## src/rtl/mux_pkg.sv

```systemverilog
// Shared types for the N-to-1 registered selector.
// Mode encoding and channel-count ceiling.
package mux_pkg;

  typedef enum logic {
    MUX_FIXED = 1'b0,
    MUX_RR    = 1'b1
  } mux_mode_e;

  localparam int MUX_MAX_N = 32;

endpackage

```

## src/rtl/rr_arbiter.sv

```systemverilog
// Combinational round-robin arbiter: req[N], ptr -> gnt_valid, gnt_idx.
// Scan starts at ptr and wraps; lowest index in rotated order wins.
module rr_arbiter #(
  parameter  int N     = 16,
  localparam int SEL_W = $clog2(N)
) (
  input  logic [N-1:0]     req,
  input  logic [SEL_W-1:0] ptr,
  output logic             gnt_valid,
  output logic [SEL_W-1:0] gnt_idx
);

  logic [N-1:0]     rot;
  logic [SEL_W-1:0] enc;
  logic [SEL_W:0]   sum;

  // rot[0] is channel ptr, rot[1] is ptr+1, ...
  assign rot = N'({req, req} >> ptr);

  always_comb begin
    enc       = '0;
    gnt_valid = 1'b0;
    for (int i = N - 1; i >= 0; i--) begin
      if (rot[i]) begin
        enc       = SEL_W'(i);
        gnt_valid = 1'b1;
      end
    end
  end

  // Un-rotate: (enc + ptr) mod N
  assign sum = {1'b0, enc} + {1'b0, ptr};
  assign gnt_idx = (sum >= (SEL_W+1)'(N))
                 ? SEL_W'(sum - (SEL_W+1)'(N))
                 : sum[SEL_W-1:0];

endmodule

```

## src/rtl/mux_nto1_rr.sv

```systemverilog
// N-to-1 selector, fixed or round-robin grant, one output register.
// Ports: data_i/valid_i/ready_o in, out_data_o/out_sel_o/out_valid_o/out_ready_i out.
module mux_nto1_rr #(
  parameter  int WIDTH = 32,
  parameter  int N     = 16,
  localparam int SEL_W = $clog2(N)
) (
  input  logic               clk_i,
  input  logic               rst_ni,
  input  logic [N*WIDTH-1:0] data_i,
  input  logic [N-1:0]       valid_i,
  output logic [N-1:0]       ready_o,
  input  logic               mode_i,
  input  logic [SEL_W-1:0]   sel_i,
  output logic [WIDTH-1:0]   out_data_o,
  output logic [SEL_W-1:0]   out_sel_o,
  output logic               out_valid_o,
  input  logic               out_ready_i
);

  import mux_pkg::*;

  mux_mode_e        mode;
  logic             can_accept;
  logic             accept;
  logic             fix_ok;
  logic             rr_gv;
  logic [SEL_W-1:0] rr_idx;
  logic             gv;
  logic [SEL_W-1:0] g;
  logic [WIDTH-1:0] gdata;
  logic [SEL_W-1:0] ptr;

  assign mode       = mux_mode_e'(mode_i);
  assign can_accept = ~out_valid_o | out_ready_i;
  assign accept     = gv & can_accept;

  rr_arbiter #(.N(N)) u_arb (
    .req       (valid_i),
    .ptr       (ptr),
    .gnt_valid (rr_gv),
    .gnt_idx   (rr_idx)
  );

  // Out-of-range sel_i matches no k, so it never grants.
  always_comb begin
    fix_ok = 1'b0;
    for (int k = 0; k < N; k++) begin
      if (sel_i == SEL_W'(k) && valid_i[k]) fix_ok = 1'b1;
    end
  end

  always_comb begin
    gv = 1'b0;
    g  = '0;
    unique case (1'b1)
      (mode == MUX_FIXED): begin
        gv = fix_ok;
        g  = sel_i;
      end
      (mode == MUX_RR): begin
        gv = rr_gv;
        g  = rr_idx;
      end
      default: ;
    endcase
  end

  always_comb begin
    gdata   = '0;
    ready_o = '0;
    for (int k = 0; k < N; k++) begin
      if (g == SEL_W'(k)) gdata = data_i[k*WIDTH +: WIDTH];
      ready_o[k] = rst_ni & accept & (g == SEL_W'(k));
    end
  end

  always_ff @(posedge clk_i or negedge rst_ni) begin
    if (!rst_ni) begin
      out_data_o  <= '0;
      out_sel_o   <= '0;
      out_valid_o <= 1'b0;
      ptr         <= '0;
    end else begin
      if (accept) begin
        out_data_o  <= gdata;
        out_sel_o   <= g;
        out_valid_o <= 1'b1;
        if (mode == MUX_RR)
          ptr <= (g == SEL_W'(N - 1)) ? '0 : g + SEL_W'(1);
      end else if (out_ready_i) begin
        out_valid_o <= 1'b0;
      end
    end
  end

endmodule

```

## config.mk

```make
export PLATFORM = sky130hd
export DESIGN_NAME = mux_nto1_rr
export DESIGN_NICKNAME = d
export VERILOG_FILES = /design/src/rtl/mux_pkg.sv /design/src/rtl/rr_arbiter.sv /design/src/rtl/mux_nto1_rr.sv
export SDC_FILE = /design/constraint.sdc
export NUM_CORES = 1
export LEC_CHECK = 0
export ABC_AREA = 0
export BUFFER_PORTS_ARGS = -buffer_cell sky130_fd_sc_hd__buf_2
export CORE_AREA = 4 4 228 230
export CTS_CLUSTER_DIAMETER = 60
export CTS_CLUSTER_SIZE = 16
export DETAILED_ROUTE_END_ITERATION = 10
export DIE_AREA = 0 0 232 234
export PLACE_DENSITY = 0.35
export SYNTH_ARGS = -nofsm -noshare
export SYNTH_HDL_FRONTEND = slang
export SYNTH_SLANG_ARGS = --single-unit
```

## constraint.sdc

```tcl
create_clock -name clk_i -period 16.55 [get_ports clk_i]
set_input_delay 3.31 -clock clk_i [delete_from_list [all_inputs] [get_ports clk_i]]
set_output_delay 3.31 -clock clk_i [all_outputs]
set_load 0.05 [all_outputs]
```

# After elaboration in Yosys (flattened, before gate mapping)
# Cells that the tools add are included.
op_classes:
  div: 0
  shifts: 1
  n_reduce_logical: 20
  multipliers: 0
  n_bitwise: 21
  n_eq_ne: 30
  n_addsub: 3
  order_cmp: 1
  mux: 70
op_table:
  columns: ["cell", "count"]
  rows:
  - ["2-to-1 mux 32 bit", 16]
  - ["2-to-1 mux 4 bit", 18]
  - ["equality test 4 bit (second input constant)", 16]
  - ["2-to-1 mux 1 bit", 34]
  - ["equality test 4 x 3 -> 1 bit (second input constant)", 8]
  - [">> shifter 32 x 4 -> 16 bit", 1]
  - ["AND 1 bit", 18]
  - ["equality test 4 x 2 -> 1 bit (second input constant)", 4]
  - ["logical AND 1 bit", 16]
  - ["equality test 4 x 1 -> 1 bit (second input constant)", 2]
  - ["zero test 4 bit", 2]
  - ["case mux 4 bit (2 select lines)", 1]
  - ["adder 4 x 4 -> 5 bit", 1]
  - ["greater-or-equal comparator 5 bit (second input constant)", 1]
  - ["adder 4 x 1 -> 4 bit (second input constant)", 1]
  - ["subtractor 4 x 1 -> 4 bit (second input constant)", 1]
  - ["NOT 1 bit", 2]
  - ["case mux 1 bit (2 select lines)", 1]
  - ["AND reduction 2 bit", 1]
  - ["nonzero test 2 bit", 1]
  - ["bitwise OR 1 bit", 1]
word_totals:
  rom_bits: 0
  mem_bits_rw: 0
  latch_bits: 0
  n_memories: 0
  input_bits: 536
  out_inout_bits: 53
  word_cells: 150
  reg_bits: 41

# Logic depth before layout (Yosys ltp)
# Gate-level depths: netlist (run 1).
logic_depth:
  word_depth: 38
  ltp_mapped: 27
  ltp_nobuf: 23

# Cells and area by module
# A second synthesis (run 1) with hierarchy kept.
hier_totals:
  cells_unflattened: 1100
  area_unflattened_um2: 8411.8
modules_own_cells:
  columns: ["module", "seq_area_each_um2", "area_per_inst_um2", "cells_each", "n_inst"]
  rows:
  - ["mux_nto1_rr", 1026.0, 7091.8, 971, 1]
  - ["rr_arbiter", 0.0, 1320.0, 129, 1]

# Least setup slack after synthesis (run 1)
# No wires, ideal clock.
synth_path:
  path_type: "input port to output port"
  from: "input valid_i[10]"
  to: "output ready_o[14]"
  t_required_ns: 13.240
  stages: 21
  setup_slack_ns: 4.955
  arrival_ns: 8.285
  n_path_buf: 4
  cell_sequence: "mux4_2 nor2b_1 o21a_1 o311ai_0 a21oi_1 o21ai_0 o21ai_0 a32o_1 o31ai_1 a32oi_1 ha_1 fa_1 mux2i_1 inv_1 ha_1 clkbuf_1 clkbuf_1 clkbuf_1 buf_1 nand2_1 nor2_1"
synth_via:
  elab_chain_cells: 23
  elab_cells_between_ends: 50
  cone_classes: "add/sub (2); order compare (1); eq/ne (1); shift (1); mux (41); bitwise (3); reduce/logical (1)"
synth_rtl:
  columns: ["item", "line_no", "source"]
  rows:
  - ["start, declared", "mux_nto1_rr.sv:11", "input logic [N-1:0] valid_i,"]
  - [">> shifter 32 x 4 -> 16 bit *", "rr_arbiter.sv:18", "assign rot = N'({req, req} >> ptr);"]
  - ["2-to-1 mux 4 bit (15 in series)", "rr_arbiter.sv:24", "if (rot[i]) begin"]
  - ["2-to-1 mux 4 bit *", "rr_arbiter.sv:24", null]
  - ["adder 4 x 4 -> 5 bit *", "rr_arbiter.sv:32", "assign sum = {1'b0, enc} + {1'b0, ptr};"]
  - ["subtractor 4 x 1 -> 4 bit / greater-or-equal comparator 5 bit (equally long branches)", "rr_arbiter.sv:34, rr_arbiter.sv:33", null]
  - ["2-to-1 mux 4 bit *", "rr_arbiter.sv:34", "? SEL_W'(sum - (SEL_W+1)'(N))"]
  - ["case mux 4 bit (2 select lines) *", "mux_nto1_rr.sv:56", "unique case (1'b1)"]
  - ["via g[1]", "mux_nto1_rr.sv:30", "logic [SEL_W-1:0] g;"]
  - ["equality test 4 bit *", "mux_nto1_rr.sv:74", "ready_o[k] = rst_ni & accept & (g == SEL_W'(k));"]
  - ["AND 1 bit *", "mux_nto1_rr.sv:74", null]
  - ["end, declared", "mux_nto1_rr.sv:12", "output logic [N-1:0] ready_o,"]
# Mark *: on every way through the listed nets, which the timed path passes. The rest lies on a longest branch.

# Worst setup path after layout (run 1)
layout_path:
  from: "input valid_i[10]"
  to: "output ready_o[15]"
# Same word-level chain as after synthesis.

==> impl_metrics.tcl, run 1 <==
set metrics [dict create \
    post_dp_cell_area_mm2 0.01134 \
    dp_hpwl_um 48470 \
    fin_skew_ns 0.01173 \
    drc_errors 0 \
    cts-root-buf "clkbuf_16" \
    hold_depth 1 \
    critPathKind "input pin to output pin" \
    syn_inst 1096 \
    cts_post_setup_buffers_inserted 0 \
    hold_start "out_sel_o[3]$_DFFE_PN0P_" \
    status "finished, final reports clean" \
    dp_cells 2263 \
    syn-cell-area_mm2 0.007715 \
    clock.fmax_ghz 0.08224 \
    synthToLayoutAreaGrowth_pct 49.53 \
    min_period_over_period 0.7347 \
    antenna_found_initial 10 \
    initial_utilization 0.1547 \
    cts_max_path_buffers 2 \
    reg2reg_depth 26 \
    syn_avg_cell_area_um2 7.039 \
    hold_path.class "flop to flop" \
    fp.coreArea_mm2 0.04986 \
    grt_pass1_wl_um 87440 \
    yosysUniqueCellTypes 75 \
    drv_slew 0 \
    sw_frac_of_total 0.6389 \
    synth_area_leaders "dfrtp_1, o21ai_0, a221oi_1, a21oi_1, mux4_2" \
    path_clk_slew_ns 0.07 \
    numClockSinks 41 \
    worstMarginPinSlew_ns 1.227 \
    grt_usage 0.2206 \
    r2r_end "out_data_o[20]$_DFFE_PN0P_" \
    reg2reg_setup_slack_ns 8.47 \
    relSlewSlack 0.1800 \
    holdWs_ns 0.5113 \
    die_area_mm2 0.05429 \
    place_ws_ns 4.472 \
    p_sw_mw 1.980 \
    drive_above_1_share 0.4265 \
    crit_fanout 36 \
    clock_latency_ns 0.33 \
    holdPathEnd "out_sel_o[3]$_DFFE_PN0P_" \
    gp_congestion 0.8604 \
    cts_tree "built" \
    synth-edff-count 0 \
    yosys_most_used_dff "dfrtp_1" \
    hold_viol_final 0 \
    syn_nets 1640 \
    avgRoutedWirePerCell_um 28.17 \
    drtPass1Iterations 5 \
    synth_top_area_share 0.1330 \
    routed_wl_um 64170 \
    regToRegStartpoint "ptr[3]$_DFFE_PN0P_" \
    period_needed_ns 12.16 \
    ys_seq_area_frac 0.1330 \
    setup-violations-final 0 \
    cts_made_buffers 5 \
    synthArstFlopShare 1.000 \
    power_density_mw_per_mm2 268.6 \
    die_w_um 232 \
    dr.first_iter.drc_count 865 \
    yosysWarnings 0 \
    portBuffers 588 \
    grt.overflow.total 0 \
    final_cells 2278 \
    start_kind "input pin" \
    final_util 0.2314 \
    cp_data_arrival_time_ns 8.85 \
    die_y_um 234 \
    via_per_inst 5.255 \
    setup_ws_ns 4.391 \
    maxCapViolCount 0 \
    grt_max_degree 63 \
    ios 589 \
    p_total_mw 3.098 \
    combPwrFrac 0.889 \
    clockPowerShare 0.044 \
    rows 82 \
    ctsResizeCount 0 \
    worstSetupEndpointType "output pin" \
    final_area_mm2 0.01154 \
    power_frac_seq 0.067 \
    ctsHoldBuffers 0 \
    num_vias 11970 \
    grt_pass1_vias 12221 \
    p_int_mw 1.119 \
    required_ns 13.24 \
    antenna_left 0 \
    cts_max_level 2 \
    yosysTopAreaCell "dfrtp_1" \
    fin_nets 2142 \
    tns_ns 0 \
    power_leakage_nw 4.980 \
    ir_drop_mv 0.1304 \
    synth-seq-cells 41 \
    rsz0062_at_grt "no" \
]
registers in the layout, indices dropped and copies added (netlist names):
signal	flops
out_valid_o	1
out_data_o	32
out_sel_o	4
ptr	4
power by group through the flow:
stage / combinational, mW / sequential, mW / clock, mW
floorplan: 1.62 / 0.345 / 0
global placement: 2.77 / 0.211 / 0
detailed placement: 2.76 / 0.209 / 0
CTS: 2.77 / 0.208 / 0.143
global route: 2.98 / 0.214 / 0.144
finish: 2.75 / 0.209 / 0.136
cell type report:
class	count	area, um2
multi-input cells	876	6120
clock inverters	2	37.54
inverters	62	232.7
well taps	672	840.8
repair buffers	612	3123
fillers	5776	38330
flip-flops and latches	41	1026
clock buffers	6	138.9
diodes	7	17.52
cells in the final DEF, fill, tap and decap left out, types with 7 or more instances in the layout:
cell and count:
dfrtp_1 41, nor4_1 8, diode_2 7, a21oi_1 95, o22ai_1 62, a32oi_1 29
a31oi_1 27, nor3_1 20, o21a_1 29, a211oi_1 11, nand3_1 10, a221o_1 36
buf_4 24, mux2i_1 10, inv_1 60, o211ai_1 27, o21ai_0 134, a221oi_1 75
o32a_1 8, buf_2 588, a22oi_1 32, nand2b_1 7, nand2_1 64, nor2_1 69
mux4_2 19, mux2_2 8
cell families after synthesis:
| group | share of synthesized area |
|---|---|
| AND/OR/NAND/NOR | 0.1351 |
| buffers and inverters | 0.09374 |
| adder cells (fa/ha/maj) | 0.01395 |
| flip-flops | 0.1330 |
| AO/OA/AOI/OAI | 0.5367 |
| multiplexers | 0.08304 |
| XOR/XNOR | 0.004542 |
worst max-delay path: stages:
cell and delay, ns:
buf_2 0.14, mux4_2 0.48, nor2b_1 0.15, o21a_1 0.17, o311ai_0 0.53, a21oi_1 0.13
o21ai_0 0.15, o21ai_0 0.10, a32o_1 0.27, o31ai_1 0.21, a32oi_1 0.16, ha_1 0.26
fa_1 0.51, mux2i_1 0.18, inv_1 0.21, ha_4 0.25, buf_4 0.57, nand2_1 0.45
nor3_1 0.28, buf_2 0.31
layer usage:
layer,vias up,GRT usage,part of all wire
met5,-,0,0.00031
met4,4,0.06987,0.032
met3,102,0.04458,0.071
met2,613,0.3981,0.51
met1,5837,0.2631,0.39
li1,5414,-,-
cell usage after synthesis (all sizes together) (27+ instances only):
cell type / n
a221oi: 75
a32oi: 29
dfrtp: 41
a221o: 36
o22ai: 62
a22oi: 32
buf: 34
o21ai: 140
a21oi: 96
nand2: 64
o211ai: 27
o21a: 29
nor2: 75
clkbuf: 83
a31oi: 27
inv: 62
how the worst max path moves through the flow:
stage / slack, ns / cells after the start / end / start
final: 4.39 / 20 / ready_o[15] / valid_i[10]
after CTS: 4.44 / 20 / ready_o[15] / valid_i[10]
after detailed placement: 4.47 / 20 / ready_o[15] / valid_i[10]
after global placement: 4.53 / 22 / ready_o[6] / valid_i[11]
after floorplan: 4.95 / 21 / ready_o[14] / valid_i[10]
after global routing: 3.97 / 21 / ready_o[4] / valid_i[9]
(Power assumes the default switching activity.)
==> run 2, diff against run 1 <==
--- a/config.mk
+++ b/config.mk
@@ -7,11 +7,11 @@
 export LEC_CHECK = 0
 export ABC_AREA = 0
 export BUFFER_PORTS_ARGS = -buffer_cell sky130_fd_sc_hd__buf_2
-export CORE_AREA = 4 4 228 230
+export CORE_AREA = 4 4 230 232
 export CTS_CLUSTER_DIAMETER = 60
 export CTS_CLUSTER_SIZE = 16
 export DETAILED_ROUTE_END_ITERATION = 10
-export DIE_AREA = 0 0 232 234
+export DIE_AREA = 0 0 234 236
 export PLACE_DENSITY = 0.35
 export SYNTH_ARGS = -nofsm -noshare
 export SYNTH_HDL_FRONTEND = slang
==> constraint.sdc (replaced) <==
create_clock -name clk_i -period 11.2 [get_ports clk_i]
set_input_delay 2.24 -clock clk_i [delete_from_list [all_inputs] [get_ports clk_i]]
set_output_delay 2.24 -clock clk_i [all_outputs]
set_load 0.05 [all_outputs]
==> impl_metrics.tcl, run 2 (synthesis gave the netlist of run 1 again) <==
set metrics [dict create \
    status "finished, final reports clean" \
    worstSetupEndpointType "output pin" \
    synthToLayoutAreaGrowth_pct 50.92 \
    grt_max_degree 50 \
    start_kind "input pin" \
    rsz0062_at_grt "no" \
    grt.overflow.total 0 \
    rows 83 \
    grt-busiest-layer "met2" \
    final_cells 2305 \
    period_needed_ns 9.947 \
    clock.fmax_ghz 0.1005 \
    cp_data_arrival_time_ns 7.71 \
    fp.coreArea_mm2 0.05099 \
    die_w_um 234 \
    setup-violations-final 0 \
    drive_above_1_share 0.4296 \
    die_area_mm2 0.05522 \
    use_met3 0.06075 \
    fin_nets 2149 \
    ctsResizeCount 0 \
    relSlewSlack 0.2169 \
    required_ns 8.96 \
    worstMarginPinSlew_ns 1.172 \
    met2_usage 0.3842 \
    min_period_over_period 0.8881 \
    final_area_mm2 0.01164 \
    p_total_mw 4.651 \
    tns_ns 0 \
    dp_hpwl_um 49940 \
    hold_path.class "flop to flop" \
    via_per_inst 5.233 \
    largest_register_ff_count 32 \
    initial_utilization 0.1513 \
    cts_max_path_buffers 2 \
    cts_post_setup_buffers_inserted 0 \
    reg.largest.list "out_data_o: 32 flops, out_sel_o: 4 flops, ptr: 4 flops" \
    die_y_um 236 \
    crit_fanout 9 \
    num_vias 12063 \
    critPathKind "input pin to output pin" \
    dr.first_iter.drc_count 876 \
    setup_ws_ns 1.253 \
    final_util 0.2284 \
    antenna_left 0 \
    path_clk_slew_ns 0.08 \
    hold_viol_final 0 \
    place_ws_ns 1.318 \
    gp_congestion 0.8699 \
    drtPass1Iterations 6 \
    regToRegStartpoint "ptr[1]$_DFFE_PN0P_" \
    routed_wl_um 64430 \
    portBuffers 588 \
    maxCapViolCount 0 \
    drv_slew 0 \
    numClockSinks 41 \
    ios 589 \
    post_dp_cell_area_mm2 0.01142 \
    power_leakage_nw 5.017 \
    cts_max_level 2 \
    fin_skew_ns 0.007375 \
    grt_pass1_wl_um 88730 \
    grt_usage 0.2206 \
    ctsHoldBuffers 0 \
    grt.met1_usage 0.2548 \
    filler_cell_count 5838 \
    cts_made_buffers 5 \
    holdWs_ns 0.5193 \
    clock_latency_ns 0.33 \
    cts_tree "built" \
    avgRoutedWirePerCell_um 27.95 \
    ir_drop_mv 0.2041 \
    startpoint "valid_i[11]" \
    hold_start "out_sel_o[3]$_DFFE_PN0P_" \
    grt_pass1_vias 12532 \
    final_common_cell "buf_2" \
    dp_cells 2278 \
    drc_errors 0 \
    layout_common_cells "buf_2, o21ai_0, a21oi_1" \
    power_density_mw_per_mm2 399.4 \
    top_register "out_data_o" \
    antenna_found_initial 21 \
    cts-root-buf "clkbuf_16" \
]
==> run 2: routing by layer <==
metal  part of all wire  up-vias
met5            0.00020        -
met4              0.038        2
met3              0.088      107
met2               0.49      698
met1               0.38     5798
li1                   -     5458
==> run 2: layout make-up <==
cell class | instances | area [um2] | area share
repair buffers | 619 | 3188 | 0.2738
flip-flops and latches | 41 | 1026 | 0.08811
well taps | 680 | 850.8 | 0.07307
clock inverters | 2 | 37.54 | 0.003224
inverters | 62 | 232.7 | 0.01999
multi-input cells | 876 | 6122 | 0.5258
clock buffers | 6 | 138.9 | 0.01193
diodes | 19 | 47.55 | 0.004083
==> run 2: final timing paths <==
kind	endpoint	slack, ns	depth (start not counted)
min	out_sel_o[3]$_DFFE_PN0P_	0.52	1
max reg2reg	out_data_o[24]$_DFFE_PN0P_	2.98	24
min reg2reg	out_sel_o[3]$_DFFE_PN0P_	0.52	1
max	ready_o[5]	1.25	21
max in group asynchronous	out_data_o[2]$_DFFE_PN0P_	8.57	2
min in group asynchronous	out_data_o[17]$_DFFE_PN0P_	2.07	2
==> run 2: worst max-delay path, cell delays in order <==
cell and delay (ns):
buf_2 0.13, mux4_2 0.52, a221oi_1 0.33, o21ai_0 0.20
nor2b_1 0.13, o21ai_0 0.08, a221oi_1 0.39, o221ai_1 0.19
a41o_1 0.22, o21ai_0 0.06, a21boi_0 0.42, ha_1 0.32
a21o_1 0.16, a21oi_1 0.26, xor2_1 0.37, nand2_1 0.17
mux2_2 0.36, nand2_1 0.35, nand2_2 0.30, nor2_1 0.21
buf_2 0.29
==> run 2: power by group <==
group	internal, mW	total [mW]	switching (mW)
registers	0.231	0.310	0.0794
clock network	0.112	0.199	0.0871
logic	1.33	4.14	2.81
total	1.68	4.65	2.97
